## src/rtl/uart_rx_ctrl.sv

```systemverilog
// UART receive sequencer: synchronizes rx, finds the start bit on the 16x tick,
// samples data bits at mid-bit into the SIPO and checks the stop bit.
module uart_rx_ctrl #(
  parameter int OVERSAMPLE = 16,
  parameter int DATA_BITS  = 8
) (
  input  logic clk,
  input  logic rst,
  input  logic tick,
  input  logic rx,
  output logic shift_en,
  output logic shift_bit,
  output logic rx_done,
  output logic frame_err,
  output logic busy
);

  // state | meaning
  // IDLE  | line idle, waiting for a tick with rx_s low
  // START | counting to mid start bit to confirm it
  // DATA  | sampling DATA_BITS data bits at mid-bit, LSB first
  // STOP  | waiting for mid stop bit, then reporting the frame
  // BREAK | stop bit was low; wait for the line to go high again

  localparam int CW = $clog2(OVERSAMPLE);
  localparam int BW = $clog2(DATA_BITS + 1);
  localparam logic [CW-1:0] HALF_M1  = CW'(OVERSAMPLE / 2 - 1);
  localparam logic [CW-1:0] FULL_M1  = CW'(OVERSAMPLE - 1);
  localparam logic [BW-1:0] LAST_BIT = BW'(DATA_BITS - 1);

  typedef enum logic [2:0] {
    IDLE,
    START,
    DATA,
    STOP,
    BREAK
  } state_t;

  state_t        state, state_nxt;
  logic [CW-1:0] cnt, cnt_nxt;
  logic [BW-1:0] bit_cnt, bit_cnt_nxt;
  logic          rx_meta, rx_s;
  logic          shift_en_nxt, shift_bit_nxt, rx_done_nxt, frame_err_nxt, busy_nxt;

  // rx is asynchronous to clk; both stages reset to the idle level
  always_ff @(posedge clk or posedge rst) begin
    if (rst) begin
      rx_meta <= 1'b1;
      rx_s    <= 1'b1;
    end else begin
      rx_meta <= rx;
      rx_s    <= rx_meta;
    end
  end

  always_ff @(posedge clk or posedge rst) begin
    if (rst) begin
      state     <= IDLE;
      cnt       <= '0;
      bit_cnt   <= '0;
      shift_en  <= 1'b0;
      shift_bit <= 1'b1;
      rx_done   <= 1'b0;
      frame_err <= 1'b0;
      busy      <= 1'b0;
    end else begin
      state     <= state_nxt;
      cnt       <= cnt_nxt;
      bit_cnt   <= bit_cnt_nxt;
      shift_en  <= shift_en_nxt;
      shift_bit <= shift_bit_nxt;
      rx_done   <= rx_done_nxt;
      frame_err <= frame_err_nxt;
      busy      <= busy_nxt;
    end
  end

  always_comb begin
    state_nxt     = state;
    cnt_nxt       = cnt;
    bit_cnt_nxt   = bit_cnt;
    shift_en_nxt  = 1'b0;
    shift_bit_nxt = shift_bit;
    rx_done_nxt   = 1'b0;
    frame_err_nxt = frame_err;
    if (tick) begin
      unique case (state)
        IDLE: begin
          if (!rx_s) begin
            cnt_nxt   = '0;
            state_nxt = START;
          end
        end
        START: begin
          if (cnt == HALF_M1) begin
            cnt_nxt = '0;
            if (rx_s) begin
              state_nxt = IDLE;
            end else begin
              bit_cnt_nxt = '0;
              state_nxt   = DATA;
            end
          end else begin
            cnt_nxt = cnt + CW'(1);
          end
        end
        DATA: begin
          if (cnt == FULL_M1) begin
            shift_en_nxt  = 1'b1;
            shift_bit_nxt = rx_s;
            cnt_nxt       = '0;
            bit_cnt_nxt   = bit_cnt + BW'(1);
            if (bit_cnt == LAST_BIT) state_nxt = STOP;
          end else begin
            cnt_nxt = cnt + CW'(1);
          end
        end
        STOP: begin
          if (cnt == FULL_M1) begin
            rx_done_nxt   = 1'b1;
            frame_err_nxt = !rx_s;
            cnt_nxt       = '0;
            state_nxt     = rx_s ? IDLE : BREAK;
          end else begin
            cnt_nxt = cnt + CW'(1);
          end
        end
        BREAK: begin
          if (rx_s) state_nxt = IDLE;
        end
        default: state_nxt = IDLE;
      endcase
    end
  end

  // busy is registered alongside the state so it tracks the state register exactly
  always_comb begin
    busy_nxt = (state_nxt != IDLE);
  end

endmodule

```

## config.mk

```make
export PLATFORM = sky130hd
export DESIGN_NAME = uart_rx_ctrl
export DESIGN_NICKNAME = d
export VERILOG_FILES = /design/src/rtl/uart_rx_ctrl.sv
export SDC_FILE = /design/constraint.sdc
export NUM_CORES = 1
export LEC_CHECK = 0
export CAP_MARGIN = 20
export CORE_ASPECT_RATIO = 2
export CORE_MARGIN = 2
export CORE_UTILIZATION = 30
export CTS_CLUSTER_SIZE = 24
export DETAILED_ROUTE_END_ITERATION = 8
export SETUP_SLACK_MARGIN = 0.5
export SLEW_MARGIN = 20
export SYNTH_ARGS = -nofsm -noshare
export SYNTH_HDL_FRONTEND = slang
export SYNTH_SLANG_ARGS = --single-unit
export TNS_END_PERCENT = 1
```

## constraint.sdc

```tcl
create_clock -name clk -period 2.1 [get_ports clk]
set_input_delay 0.525 -clock clk [delete_from_list [all_inputs] [get_ports clk]]
set_output_delay 0.525 -clock clk [all_outputs]
set_load 0.02 [all_outputs]
```

==> metrics.yaml, run 1 <==
final_layout_size_suffix_gt1_share_pct: 23.85
h_tree_lvl_count: 1
synth_sequential_area_ratio_pct: 50.98
via_count_of_the_first_global_routing_pass: 756
gp_congestion: 0.8431
timing.fmax_ghz: 0.5461
net_total_in_the_final_layout: 116
syn-instance-count: 91
timing.hold.ws_ns: 0.3564
ir_drop_mv: 0.3884
worst-path-max-fanout: 2
std_cell_rows: 28
worst_path_arrival_ns: 2.02
setup_viol: 0
insertion_delay_of_the_later_clocked_pin_in_the_worst_skew_pair_ns: 0.25
tritoncts: "built"
final.fill_count: 284
setup.reg_to_reg.worst_slack_ns: 0.27
die_span_in_x_um: 42.53
numCtsBuffers: 3
synth_area_sq_um: 890.9
synth_top_cell_by_area: "sky130_fd_sc_hd__dfrtp_1"
synth_most_common_cell: "sky130_fd_sc_hd__dfrtp_1"
run_status: "complete, no violations"
cts_sinks: 18
holdBufCountCts: 0
overflow: 0
ys_warn_count: 0
grt_start_max_net_pins: 19
drtPass1Iterations: 4
power.density_cell_area_nw_per_um2: 1061
final_clock_skew_ns: 0.001209
min_period_over_period_pct: 87.19
tightest_slew_ns: 0.3763
antenna_found_initial: 0
sum_of_net_half_perimeters_after_detailed_placement_um: 1332
initial_utilization_pct: 30.64
core_area_sq_um: 2908
hp-class: "reg2reg"
required_ns: 2.29
setup.worst_path.end_class: "register"
seq_area_sq_um: 454.2
ioPinCount: 9
switching_power_mw: 0.3903
drt_first_iter_violations: 24
switching_share_pct: 32.70
ctsRootBufferMaster: "sky130_fd_sc_hd__clkbuf_8"
worstRegToRegCells: 4
hold_path_depth: 0
setup.worst_path.class: "reg2reg"
post-route-min-period_ns: 1.831
leakage_component_of_the_power_nw: 0.5061
die_h_um: 81.07
power_frac_clock_pct: 23.3
pwr-share-seq_pct: 42.0
synth-edff-count: 0
final-hold-violation-count: 0
grt_first_pass_wirelength_um: 3132
comb_power_share_pct: 34.7
netlist_top_cells_count: "15 x sky130_fd_sc_hd__dfrtp_1, 14 x sky130_fd_sc_hd__nand2_1, 7 x sky130_fd_sc_hd__o21ai_0, 6 x sky130_fd_sc_hd__nor2_1"
power_report.internal_total_mw: 0.8033
post_synth_main_area_contributors: "sky130_fd_sc_hd__dfrtp_1 42%, sky130_fd_sc_hd__dfstp_2 8.8%, sky130_fd_sc_hd__nand2_1 5.9%, sky130_fd_sc_hd__o21ai_0 3.9%, sky130_fd_sc_hd__ha_1 2.8%"
clk_transition_reported_paths_ns: 0.07
die-area_sq_um: 3448
totalWireLength_um: 1760
synthesis.area_per_instance_sq_um: 9.790
synthDistinctLibCells: 33
crit_path_start_kind: "register"
ant_nets: 0
drt-vias-per-instance: 5.072
clk_path_buf_depth: 2
multi_input_comb_area_sq_um: 412.9
vias: 705
timing.final.max_slew_violations: 0
synth-async-reset-ratio_pct: 100.0
number_of_nets_in_the_synthesized_netlist: 97
timing.max_slew.rel_slack_pct: 74.74
setup_tns_after_final_layout_ns: 0
area_growth_pct: 26.26
insertedDiodeCount: 0
routed_wire_length_per_instance_um: 12.66
synthFlopType: "sky130_fd_sc_hd__dfrtp_1"
synth_top_area_share_pct: 42.13
drcViolationCount: 0
max-cap-violations: 0
grt_use_total_pct: 11.68
rsz_0062_raised_after_global_routing: "true"
synth.ff_latch_count: 18
portBuffers: 8
==> logic make-up after synthesis <==
| group | after synthesis | synth area share (%) |
|---|---|---|
| compound gates | 18 | 12.50 |
| simple gates | 42 | 25.84 |
| xor+xnor | 1 | 0.9833 |
| flops | 18 | 50.98 |
| fa+ha+maj | 2 | 2.809 |
| buf+inv | 8 | 4.353 |
| mux | 2 | 2.528 |
==> cell type report <==
class,instances,share of cell area [%]
repair buffers,17,13.01
well taps,30,3.337
clock buffers,4,4.894
inverters,5,1.669
multi-input cells,65,36.71
flip-flops and latches,18,40.38
==> state kept, by name, summed over array words and instances, names as in the netlist <==
register,cells
frame_err,1
cnt,4
shift_bit,1
state,3
busy,1
shift_en,1
rx_done,1
rx_s,1
bit_cnt,4
rx_meta,1
==> placed cells by master, fill, tap and decap left out, types with 2 or more instances in the layout <==
cell type                         instances
sky130_fd_sc_hd__dfrtp_1                 15
sky130_fd_sc_hd__nand2_1                 14
sky130_fd_sc_hd__buf_4                    9
sky130_fd_sc_hd__o21ai_0                  7
sky130_fd_sc_hd__clkdlybuf4s50_1          7
sky130_fd_sc_hd__nor2_1                   6
sky130_fd_sc_hd__inv_1                    5
sky130_fd_sc_hd__nand3_1                  4
sky130_fd_sc_hd__a21oi_1                  4
sky130_fd_sc_hd__clkbuf_8                 4
sky130_fd_sc_hd__nand2b_1                 3
sky130_fd_sc_hd__dfstp_2                  3
sky130_fd_sc_hd__nor3_1                   2
sky130_fd_sc_hd__or3b_2                   2
sky130_fd_sc_hd__nand3b_1                 2
sky130_fd_sc_hd__mux2_2                   2
sky130_fd_sc_hd__ha_1                     2
==> critical path, stage by stage, from the launching register on <==
cell	delay, ns
sky130_fd_sc_hd__dfrtp_1	0.38
sky130_fd_sc_hd__or4b_4	0.54
sky130_fd_sc_hd__a211o_1	0.29
sky130_fd_sc_hd__or4_4	0.48
sky130_fd_sc_hd__nand3_2	0.09
==> final timing paths <==
check,startpoint,endpoint
worst max-delay path,cnt[3]$_DFFE_PP0P_,bit_cnt[3]$_DFFE_PP0P_
max in group asynchronous,rst,rx_meta$_DFF_PP1_
min in group asynchronous,rst,shift_en$_DFF_PP0_
worst min register to register,rx_meta$_DFF_PP1_,rx_s$_DFF_PP1_
worst max register to register,cnt[3]$_DFFE_PP0P_,bit_cnt[3]$_DFFE_PP0P_
worst min-delay path,rx_meta$_DFF_PP1_,rx_s$_DFF_PP1_
==> what timing repair did <==
action	CTS	global route
pin swaps	0	0
cloned	0	0
setup buffers	1	0
setup endpoints to repair	12	16
gates resized for setup	1	3
==> layer usage <==
metal	track usage, %	vias to the layer above	wire, um
met5	0	-	0
met2	21.85	4	985
met4	4.688	0	16
met3	2.000	2	19
li1	-	354	-
met1	12.62	345	739
==> power groups by stage <==
| stage | clock [mW] | combinational [mW] | sequential, mW |
|---|---|---|---|
| finish | 0.278 | 0.414 | 0.501 |
| global route | 0.297 | 0.475 | 0.514 |
| CTS | 0.284 | 0.407 | 0.499 |
| detailed placement | 0 | 0.404 | 0.508 |
| global placement | 0 | 0.396 | 0.503 |
| floorplan | 0 | 0.303 | 0.495 |
==> through the flow <==
stage	area [sq um]	worst slack [ns]	util [%]	power [mW]	instances
final	1125	0.2690	38.68	1.194	139
after global routing	1125	0.2266	38.68	1.286	139
after CTS	1110	0.2604	38.17	1.191	139
after detailed placement	1049	0.06417	36.06	0.9118	134
after global placement	1049	0.1017	36.06	0.8993	134
after floorplan	890.9	0.1700	-	0.7973	91
(Power assumes the default switching activity.)
==> run 2, diff against run 1 <==
--- a/config.mk
+++ b/config.mk
@@ -6,11 +6,11 @@
 export NUM_CORES = 1
 export LEC_CHECK = 0
 export CAP_MARGIN = 20
-export CORE_ASPECT_RATIO = 2
 export CORE_MARGIN = 2
-export CORE_UTILIZATION = 30
+export CORE_UTILIZATION = 48
 export CTS_CLUSTER_SIZE = 24
 export DETAILED_ROUTE_END_ITERATION = 8
+export PLACE_DENSITY = 0.72
 export SETUP_SLACK_MARGIN = 0.5
 export SLEW_MARGIN = 20
 export SYNTH_ARGS = -nofsm -noshare
==> constraint.sdc (replaced) <==
create_clock -name clk -period 1.6 [get_ports clk]
set_input_delay 0.4 -clock clk [delete_from_list [all_inputs] [get_ports clk]]
set_output_delay 0.4 -clock clk [all_outputs]
set_load 0.02 [all_outputs]
==> run 2 against run 1 <==
Net effect:
- the flow now finishes with violations (setup timing)
- non-clock buffer count rose by 9
- worst hold slack improved by 0.0051 ns
- sequential share of layout area fell by 4.9 points
- via count rose by 17%
- sequential cell count did not move
- register-to-register slack got worse by 0.55 ns
- critical endpoint unchanged
==> metrics.yaml, run 2 (synthesis gave the netlist of run 1 again) <==
worst_path_arrival_ns: 2.12  # +0.10 ns
setup.worst_path.end_class: "register"
sum_of_net_half_perimeters_after_detailed_placement_um: 1338  # +0.48%
final_layout_size_suffix_gt1_share_pct: 45.76  # +22 points
fin_ws_ns: -0.2775  # -0.5465 ns
final_clock_skew_ns: 0.01027  # +0.009066 ns
net_total_in_the_final_layout: 125  # +7.8%
seq_area_sq_um: 455.4  # +0.28%
final_common_cell: "sky130_fd_sc_hd__dfrtp_1"
ant_nets: 0  # unchanged
die_span_in_x_um: 47.08  # +11%
final-hold-violation-count: 0  # unchanged
std_cell_rows: 15  # -46%
max-cap-violations: 0  # unchanged
setup.worst_path.class: "reg2reg"
end_of_the_critical_path: "bit_cnt[3]$_DFFE_PP0P_"
final.fill_count: 114  # -60%
required_ns: 1.84  # -0.45 ns
die_h_um: 47.08  # -42%
die-area_sq_um: 2217  # -36%
drcViolationCount: 0  # unchanged
power.density_cell_area_nw_per_um2: 1400  # +32%
cts_sinks: 18  # unchanged
critPathLaunch: "state[1]$_DFF_PP0_"
leakage_component_of_the_power_nw: 0.5752  # +14%
tightest_slew_ns: 0.3592  # -0.01705 ns
core_area_sq_um: 1745  # -40%
grt_use_total_pct: 22.70  # +11 points
holdBufCountCts: 0  # unchanged
crit_path_start_kind: "register"
rsz_0062_raised_after_global_routing: "true"
insertedDiodeCount: 0  # unchanged
layout_common_cells: "14 x sky130_fd_sc_hd__dfrtp_1, 12 x sky130_fd_sc_hd__buf_4, 11 x sky130_fd_sc_hd__nand2_1, 11 x sky130_fd_sc_hd__buf_6, 5 x sky130_fd_sc_hd__nand3_1"
ir_drop_mv: 0.9014  # +130%
h_tree_lvl_count: 1  # unchanged
violations: "setup timing"
antenna_found_initial: 0  # unchanged
timing.max_slew.rel_slack_pct: 75.88  # +1.1 points
setup.reg_to_reg.worst_slack_ns: -0.28  # -0.55 ns
grt_first_pass_wirelength_um: 3367  # +7.5%
clk_path_buf_depth: 2  # unchanged
reg.largest.list: "bit_cnt: 4 flops, cnt: 4 flops, state: 3 flops"
via_count_of_the_first_global_routing_pass: 740  # -2.1%
insertion_delay_of_the_later_clocked_pin_in_the_worst_skew_pair_ns: 0.30  # +0.05 ns
final_core_util_pct: 73.55  # +35 points
gp_congestion: 0.9564  # +13%
hp-class: "reg2reg"
drtPass1Iterations: 4  # unchanged
initial_utilization_pct: 51.04  # +20 points
timing.final.max_slew_violations: 0  # unchanged
timing.rr.start: "state[1]$_DFF_PP0_"
multi_input_comb_area_sq_um: 499.2  # +21%
portBuffers: 8  # unchanged
drt_first_iter_violations: 30  # +25%
ioPinCount: 9  # unchanged
worst_r2r_endpoint: "bit_cnt[3]$_DFFE_PP0P_"
setup_tns_after_final_layout_ns: -0.8065  # -0.8065 ns
numCtsBuffers: 3  # unchanged
min_period_over_period_pct: 117.3  # +30 points
clk_transition_reported_paths_ns: 0.11  # +0.04 ns
setup_viol: 5  # +5
routed_wire_length_per_instance_um: 15.85  # +25%
timing.fmax_ghz: 0.5326  # -2.5%
drt-vias-per-instance: 5.769  # +14%
area_growth_pct: 44.10
worst-path-max-fanout: 2  # unchanged
grt_start_max_net_pins: 19  # unchanged
totalWireLength_um: 2267  # +29%
post-route-min-period_ns: 1.878  # +0.04649 ns
run_status: "finished with violations"
overflow: 0  # unchanged
ctsRootBufferMaster: "sky130_fd_sc_hd__clkbuf_4"
vias: 825  # +17%
tritoncts: "built"
worstRegToRegCells: 4  # unchanged
-- run 2: changes by cell type in the layout (fill, tap and decap cells not counted), sizes merged --
cell / before / now
clkdlybuf4s50: 7 / 2
buf: 9 / 23
-- run 2: per-layer routing --
| layer | part of all wire [%] | track usage, % |
|---|---|---|
| met5 | 0 | 0 |
| met4 | 4.6 | 14.44 |
| met3 | 5.8 | 4.231 |
| met2 | 45 | 33.42 |
| met1 | 44 | 30.60 |
-- run 2: how the worst min path moves through the flow --
stage | startpoint | end | slack, ns | cells past startpoint
after floorplan | rst | bit_cnt[0]$_DFFE_PP0P_ | 0.34 | 1
after global placement | rx_meta$_DFF_PP1_ | rx_s$_DFF_PP1_ | 0.35 | 0
after detailed placement | rx_meta$_DFF_PP1_ | rx_s$_DFF_PP1_ | 0.35 | 0
after CTS | rx_meta$_DFF_PP1_ | rx_s$_DFF_PP1_ | 0.36 | 0
after global routing | rx_meta$_DFF_PP1_ | rx_s$_DFF_PP1_ | 0.37 | 0
final | rx_meta$_DFF_PP1_ | rx_s$_DFF_PP1_ | 0.36 | 0
-- run 2: per-stage QoR --
stage               power, mW  std cells  worst slack (ns)  hold slack (ns)  instance area (sq um)
finish                  1.797        143           -0.2775           0.3615                   1284
global route            1.892        143           -0.3158           0.3684                   1284
CTS                     1.713        142           -0.2426           0.3619                   1246
detailed placement      1.261        138           -0.2950           0.3472                   1110
global placement        1.236        138           -0.2631           0.3458                   1110
floorplan               1.046         91           -0.3300           0.3364                  890.9
-- run 2: cell type report --
| class | instances | share of cell area [%] |
|---|---|---|
| clock buffer | 4 | 2.827 |
| inverter | 5 | 1.462 |
| multi-input combinational | 65 | 38.89 |
| sequential | 18 | 35.48 |
| tap | 25 | 2.437 |
| timing repair buffer | 26 | 18.91 |
-- run 2: critical path: stages (launching register included) --
cell                      delay [ns]
sky130_fd_sc_hd__dfrtp_1        0.43
sky130_fd_sc_hd__or4b_4         0.52
sky130_fd_sc_hd__a211o_1        0.32
sky130_fd_sc_hd__or4_1          0.46
sky130_fd_sc_hd__nand3_1        0.08
-- run 2: where the power goes --
part	leakage (nW)	switching (mW)	internal, mW
logic	0.337	0.400	0.404
clock network	0.0210	0.149	0.139
registers	0.217	0.137	0.568
-- run 2: timing repair --
| action | in CTS | in global routing |
|---|---|---|
| setup endpoints to repair | 21 | 21 |
| gates resized for setup | 58 | 10 |
| buffers inserted | 0 | 1 |
| pin swaps | 17 | 15 |
==> run 3, diff against run 2 <==
--- a/config.mk
+++ b/config.mk
@@ -12,7 +12,7 @@
 export DETAILED_ROUTE_END_ITERATION = 8
 export PLACE_DENSITY = 0.72
 export SETUP_SLACK_MARGIN = 0.5
-export SLEW_MARGIN = 20
+export SLEW_MARGIN = 40
 export SYNTH_ARGS = -nofsm -noshare
 export SYNTH_HDL_FRONTEND = slang
 export SYNTH_SLANG_ARGS = --single-unit
==> results of run 3 <==
Final layout, timing and power as in run 2 (identical DEF).
